`config.mk`:
```
export PLATFORM = sky130hd
export DESIGN_NAME = prog_loader_flat
export DESIGN_NICKNAME = d
export VERILOG_FILES = /design/src/rtl/prog_loader_if.sv /design/src/rtl/prog_loader.sv /design/src/flat_wrapper.sv
export SDC_FILE = /design/constraint.sdc
export NUM_CORES = 1
export LEC_CHECK = 0
export CAP_MARGIN = 20
export CORE_ASPECT_RATIO = 0.75
export CORE_MARGIN = 2
export CORE_UTILIZATION = 53
export DETAILED_ROUTE_END_ITERATION = 6
export PLACE_DENSITY = 0.73
export SLEW_MARGIN = 0
export SYNTH_ARGS = -nofsm -noshare
export SYNTH_HDL_FRONTEND = slang
export SYNTH_SLANG_ARGS = --single-unit
```
`constraint.sdc`:
```
create_clock -name clk -period 2.3 [get_ports clk]
set_input_delay 0.345 -clock clk [delete_from_list [all_inputs] [get_ports clk]]
set_output_delay 0.345 -clock clk [all_outputs]
set_load 0.1 [all_outputs]
```
`src/rtl/prog_loader_if.sv`:
```
// Program BRAM port-B write bus between the serial loader and RAM8.
interface prog_loader_if #(
    parameter int ADDR_W = 11
);
    logic [ADDR_W-1:0] ram_addr;
    logic [7:0]        ram_data;
    logic              ram_we;

    modport master (output ram_addr, output ram_data, output ram_we);
    modport slave  (input ram_addr, input ram_data, input ram_we);
endinterface

```
`src/rtl/prog_loader.sv`:
```
// Serial program loader: receives a framed image over UART (8N1, LSB first)
// and writes it into the program BRAM from address 0, holding the CPU in reset
// until a complete image is in place.
// Frame: 0xA5, N (0 = 256), N data bytes [, checksum when PROG_LOADER_CSUM_EN].
// Optional macro: PROG_LOADER_CSUM_EN enables the trailing modulo-256 checksum.
module prog_loader #(
    parameter int CLK_DIV = 434,
    parameter int ADDR_W  = 11
) (
    input  logic          clk,
    input  logic          rst,
    input  logic          rx,
    prog_loader_if.master ram,
    output logic          cpu_hold,
    output logic          done,
    output logic          err
);

    localparam logic [7:0]  HDR    = 8'hA5;
    localparam logic [15:0] HALF_T = 16'(CLK_DIV / 2 - 1);
    localparam logic [15:0] BIT_T  = 16'(CLK_DIV - 1);

    typedef enum logic [1:0] {BIdle, BStart, BData, BStop} bit_state_t;
    typedef enum logic [2:0] {FIdle, FLen, FData, FCsum, FDone, FErr} frame_state_t;

    bit_state_t   bstate;
    frame_state_t fstate;

    logic        rx_s1, rx_s2, rx_d;
    logic [15:0] timer;
    logic [2:0]  bit_cnt;
    logic [7:0]  shift;
    logic        byte_valid;
    logic        frame_err;
    logic [8:0]  len;
    logic [8:0]  cnt;
`ifdef PROG_LOADER_CSUM_EN
    logic [7:0]  sum;
`endif

    // Synchroniser plus bit engine: start detect, mid-bit sampling, stop check.
    always_ff @(posedge clk) begin
        if (rst) begin
            rx_s1      <= 1'b1;
            rx_s2      <= 1'b1;
            rx_d       <= 1'b1;
            bstate     <= BIdle;
            timer      <= '0;
            bit_cnt    <= '0;
            shift      <= '0;
            byte_valid <= 1'b0;
            frame_err  <= 1'b0;
        end else begin
            rx_s1      <= rx;
            rx_s2      <= rx_s1;
            rx_d       <= rx_s2;
            byte_valid <= 1'b0;
            frame_err  <= 1'b0;
            case (bstate)
                BIdle: begin
                    if (!rx_s2 && rx_d) begin
                        timer  <= HALF_T;
                        bstate <= BStart;
                    end
                end
                BStart: begin
                    if (timer == 16'd0) begin
                        // Line back high at mid-start: treat as a glitch.
                        if (rx_s2) begin
                            bstate <= BIdle;
                        end else begin
                            timer   <= BIT_T;
                            bit_cnt <= '0;
                            bstate  <= BData;
                        end
                    end else begin
                        timer <= timer - 16'd1;
                    end
                end
                BData: begin
                    if (timer == 16'd0) begin
                        shift <= {rx_s2, shift[7:1]};
                        timer <= BIT_T;
                        if (bit_cnt == 3'd7) begin
                            bstate <= BStop;
                        end else begin
                            bit_cnt <= bit_cnt + 3'd1;
                        end
                    end else begin
                        timer <= timer - 16'd1;
                    end
                end
                BStop: begin
                    if (timer == 16'd0) begin
                        if (rx_s2) begin
                            byte_valid <= 1'b1;
                        end else begin
                            frame_err <= 1'b1;
                        end
                        bstate <= BIdle;
                    end else begin
                        timer <= timer - 16'd1;
                    end
                end
                default: bstate <= BIdle;
            endcase
        end
    end

    // Frame FSM with registered RAM bus and status outputs.
    always_ff @(posedge clk) begin
        if (rst) begin
            fstate       <= FIdle;
            len          <= '0;
            cnt          <= '0;
`ifdef PROG_LOADER_CSUM_EN
            sum          <= '0;
`endif
            ram.ram_addr <= '0;
            ram.ram_data <= '0;
            ram.ram_we   <= 1'b0;
            cpu_hold     <= 1'b1;
            done         <= 1'b0;
            err          <= 1'b0;
        end else begin
            ram.ram_we <= 1'b0;
            if (frame_err) begin
                fstate   <= FErr;
                err      <= 1'b1;
                done     <= 1'b0;
                cpu_hold <= 1'b1;
            end else if (byte_valid) begin
                case (fstate)
                    FIdle: begin
                        if (shift == HDR) fstate <= FLen;
                    end
                    FLen: begin
                        len    <= (shift == 8'd0) ? 9'd256 : {1'b0, shift};
                        cnt    <= '0;
`ifdef PROG_LOADER_CSUM_EN
                        sum    <= '0;
`endif
                        fstate <= FData;
                    end
                    FData: begin
                        ram.ram_we   <= 1'b1;
                        ram.ram_data <= shift;
                        ram.ram_addr <= ADDR_W'(cnt);
                        cnt          <= cnt + 9'd1;
`ifdef PROG_LOADER_CSUM_EN
                        sum          <= sum + shift;
                        if (cnt + 9'd1 == len) fstate <= FCsum;
`else
                        if (cnt + 9'd1 == len) begin
                            fstate   <= FDone;
                            done     <= 1'b1;
                            cpu_hold <= 1'b0;
                        end
`endif
                    end
`ifdef PROG_LOADER_CSUM_EN
                    FCsum: begin
                        if (shift == sum) begin
                            fstate   <= FDone;
                            done     <= 1'b1;
                            cpu_hold <= 1'b0;
                        end else begin
                            fstate   <= FErr;
                            err      <= 1'b1;
                            cpu_hold <= 1'b1;
                        end
                    end
`endif
                    FDone: begin
                        if (shift == HDR) begin
                            fstate   <= FLen;
                            done     <= 1'b0;
                            cpu_hold <= 1'b1;
                        end
                    end
                    FErr: begin
                        if (shift == HDR) begin
                            fstate <= FLen;
                            err    <= 1'b0;
                        end
                    end
                    default: fstate <= FIdle;
                endcase
            end
        end
    end

endmodule
```
`src/flat_wrapper.sv`:
```
// flat-port wrapper written by rule: the top's interface ports become plain ports
module prog_loader_flat 
#(
    parameter int CLK_DIV = 434,
    parameter int ADDR_W  = 11
)
  (clk, rst, rx, cpu_hold, done, err, ram_ram_addr, ram_ram_data, ram_ram_we);
  prog_loader_if #(.ADDR_W(ADDR_W)) ram_i ();
  input  logic clk;
  input  logic rst;
  input  logic rx;
  output logic cpu_hold;
  output logic done;
  output logic err;
  output wire logic [$bits(ram_i.ram_addr)-1:0] ram_ram_addr;
  output wire logic [$bits(ram_i.ram_data)-1:0] ram_ram_data;
  output wire logic [$bits(ram_i.ram_we)-1:0] ram_ram_we;
  assign ram_ram_addr = ram_i.ram_addr;
  assign ram_ram_data = ram_i.ram_data;
  assign ram_ram_we = ram_i.ram_we;
  prog_loader #(.CLK_DIV(CLK_DIV), .ADDR_W(ADDR_W)) u_core (.clk(clk), .rst(rst), .rx(rx), .ram(ram_i), .cpu_hold(cpu_hold), .done(done), .err(err));
endmodule
```
# After elaboration in Yosys (flattened, before gate mapping)
# Cells that the tools add are included.
# word_totals
mem_count	0
input_bits	3
reg_bits	76
rom_bits	0
latch_bits	0
wordCells	114
mem_bits_rw	0
out_inout_bits	23
# classes
add_sub_neg	3
n_div	0
n_eq_ne	24
magnitude_cmp	0
reduce_logical	27
n_mul	0
mux	37
shifts	0
n_bitwise	4
# op_table
operator	n
16-bit 2-to-1 mux	5
16-bit case mux with 4 select lines	1
3-bit 2-to-1 mux	8
3-bit AND reduction	7
9-bit case mux with 2 select lines	1
16-bit logical NOT	1
2-bit by 1-bit inequality test with 1-bit output (second input constant)	8
16-bit by 1-bit subtractor with 16-bit output (second input constant)	1
2-bit 2-to-1 mux	6
2-bit nonzero test	6
1-bit 2-to-1 mux	10
5-bit AND reduction	2
9-bit by 1-bit adder with 9-bit output (second input constant)	1
3-bit == test (second input constant)	3
9-bit == test	1
9-bit 2-to-1 mux	1
3-bit case mux with 3 select lines	1
3-bit OR reduction	3
8-bit == test (second input constant)	1
8-bit logical NOT	1
2-bit case mux with 4 select lines	1
2-bit inequality test (second input constant)	3
3-bit by 1-bit inequality test with 1-bit output (second input constant)	2
3-bit case mux with 2 select lines	1
15 further kinds	20

# Logic depth before layout (Yosys ltp)
# logic_depth
ltp_word	6
depth_mapped	9
depth_no_buf	8

# Worst setup path before layout
# No wires, ideal clock.
# synth_path
path_kind	register to register
start	register u_core.timer[6]
end	register with a tool-made name
slack_ns	-0.307
arrival_ns	2.536
period_less_slack_ns	2.607
stages_incl_launch_ff	9
required_time_ns	2.230
setup_time_ns	0.070
path_buffers	1
path_cell_list	dfxtp_1 -> or4_4 -> or3_1 -> buf_2 -> or3_4 -> a21oi_4 -> nor2_1 -> or4b_1 -> a21oi_1
# synth_rtl
element	line	text
start: declaration	prog_loader.sv:30	logic [15:0] timer;
start signal: assignment	prog_loader.sv:77	timer <= timer - 16'd1;
start signal: assignment	prog_loader.sv:90	timer <= timer - 16'd1;
start signal: assignment	prog_loader.sv:102	timer <= timer - 16'd1;

==> metrics.txt <==
Post-Place Cells=568; clk root buf=clkbuf_8; final cell count without fillers=592; # IOs=26; CTS tree=built; Hold Vio Cnt, Final=0; DR iter-0 viols=159; clk_lat worst skew=0.35 ns; GRT Util Overall=22.73%; Die W=99.58 um; number of remaining DRC errors=0; yosys warns=0; Layout Nets=516; Area Growth Syn to Fin=22.36%; Die Area=7536 um2; crit path time final=2.494 ns; syn avg cell area=8.033 um2; final WL=8401 um; GPL Wtd Cong=0.8553; FF-to-FF Start=u_core.timer[9]; WP data required=2.59 ns; first-pass GRT wire length=13540 um; WS Path Type=reg -> reg; most common cell in the netlist=dfxtp_1; HP Start=rst; I/O Buffers=23; clk slew on worst S/H paths=0.08 ns; FP Rows=26; Worst Setup End Kind=register; initial antenna violation count=0; critical path arrival=2.78 ns; drt pass-1 iters=4; setup TNS=-2.064 ns; CTS HTree Levels=3; hold-fix buffers at CTS=0; Yosys top cell by area=dfxtp_1; post-DP HPWL=5625 um; Peak supply drop=0.0005312 V; CTS sink cnt=76; final setup fails=19; Final Util=65.98%; Die Height=75.68 um; grt total ovfl=0; Placeable Area=6734 um2; worst hold slack=0.3671 ns; synth cell count leaders=dfxtp_1, nand2_1, a21oi_1; Netlist cell types=50; HP Class=in -> reg; Worst Tran Pin Value=0.5911 ns; share of cells above drive strength 1=21.46%; Cell Pwr Density=886.9 nW/um2; WL/cell=14.19 um; failing checks=setup timing; via count=3310; Slew Viols, Final=0; LEAKAGE=1.703 nW; number of max-cap violations=0; Crit. Startpoint=u_core.timer[9]; number of synthesized flops with an enable pin=0; final antenna-violating net count=0; Synth top area share=41.90%; Initial Util=53.92%; period utilisation layout=108.4%; ranking of synthesized cells by area=dfxtp_1, a21oi_1, nand2_1, nor2_1, o21ai_0; Fillers=570; post-synthesis sequential area ratio=41.90%; Num CTS Buffers=9; ys flop type=dfxtp_1; synthesized instance count=452; vias per cell=5.591; Crit Path Max Fanout=6; vias in the first global route=2878; worst setup margin=-0.1938 ns; slew margin rel.=60.59%; async set-reset flop share out of synthesis=0%; Syn Std Cell Area=3631 um2; Seq cells post-synth=76; CTS max path bufs=2; status=finished with violations; largest net degree at the start of global routing=35; Diodes inserted=0; Clock Skew=0.005813 ns; RSZ-0062 raised after global routing=yes; FMAX=0.4010 GHz; Startpoint Class=register
[cell type report]
| cell class | instances | area, um2 | share of cell area (%) |
|---|---|---|---|
| inverters | 7 | 26.28 | 0.5914 |
| flip-flops and latches | 76 | 1525 | 34.33 |
| well taps | 84 | 105.1 | 2.366 |
| clock inverters | 6 | 87.58 | 1.971 |
| clock buffers | 10 | 127.6 | 2.872 |
| repair buffers | 64 | 491.7 | 11.07 |
| multi-input cells | 345 | 2079 | 46.80 |
[state kept, by name, summed over array words and instances, names as in the netlist, 3 cells and up, named ones only]
name,flops
u_core.ram.ram_addr,9
u_core.ram.ram_data,8
u_core.len,9
u_core.fstate,3
u_core.cnt,9
u_core.shift,8
u_core.timer,16
u_core.bit_cnt,3
[placed cells by master, fill, tap and decap left out, types with 3 or more instances in the layout]
cell type / count
dfxtp_1: 73
nand2_1: 64
buf_4: 59
a21oi_1: 52
nor2_1: 48
o21ai_0: 17
nor3_1: 14
nand3_1: 14
xor2_1: 12
xnor2_1: 12
o21ai_1: 10
mux2i_1: 10
ha_1: 9
clkbuf_8: 9
inv_1: 7
nand3b_1: 7
nand4_1: 6
nor2b_1: 5
or2_2: 5
or3_4: 4
and3_1: 4
nor3b_1: 4
or4_1: 3
nor2_2: 3
buf_6: 3
dfxtp_2: 3
[critical path, cell delays in order (launching register included)]
cell and delay, ns:
dfxtp_2 0.33, or4_4 0.52, or3_4 0.35, buf_4 0.18
nor3_4 0.22, and2_4 0.18, nor2_1 0.04, or4b_1 0.49
a21oi_2 0.13
[final timing paths]
kind | cells after the start | end | slack (ns)
worst max-delay path | 8 | register | -0.19
worst min-delay path | 2 | u_core.cnt[0] | 0.37
worst max register to register | 8 | register | -0.19
worst min register to register | 1 | u_core.rx_s2 | 0.41
[cell families (layout without fill, tap and decap cells)]
family / count (synthesis) / in the layout / share of synthesized area [%]
DFF: 76 / 76 / 41.90
xor gates and xnor gates: 24 / 24 / 5.789
other: 1 / 2 / 0.1033
muxes: 11 / 11 / 3.067
and+or+nand+nor: 195 / 195 / 25.84
adders and majority gates: 10 / 10 / 3.446
buffers and inverters: 33 / 87 / 3.687
AOI/OAI and AO/OA: 102 / 103 / 16.16
[routing by layer]
layer	GRT usage [%]	up-vias	share of wire, %
met3	7.156	6	5.5
met1	30.94	1554	48
met5	0	-	0
met2	35.59	91	46
met4	5.936	0	0.74
li1	-	1659	-
[report_power, final]
group | internal [W] | leakage [nW] | switching (W) | total, W
logic | 0.000623 | 0.977 | 0.000757 | 0.00138
registers | 0.00138 | 0.615 | 0.0000574 | 0.00144
clock network | 0.000613 | 0.111 | 0.000506 | 0.00112
[per-stage QoR]
stage	total power (W)	instance area (um2)	setup WS, ns
after global placement	0.002491	4063	-0.1729
after global routing	0.004136	4443	-0.2625
final	0.003940	4443	-0.1938
after detailed placement	0.002511	4063	-0.2461
after CTS	0.003840	4380	-0.2218
after floorplan	0.002203	3654	-0.2606
[what timing repair did]
| action | in CTS | in global routing |
|---|---|---|
| setup endpoints to repair | 21 | 27 |
| buffers inserted | 5 | 2 |
| pin swaps | 4 | 13 |
| gates cloned | 1 | 0 |
| gates resized for setup | 16 | 16 |
Power figures use the tool's default switching activity.
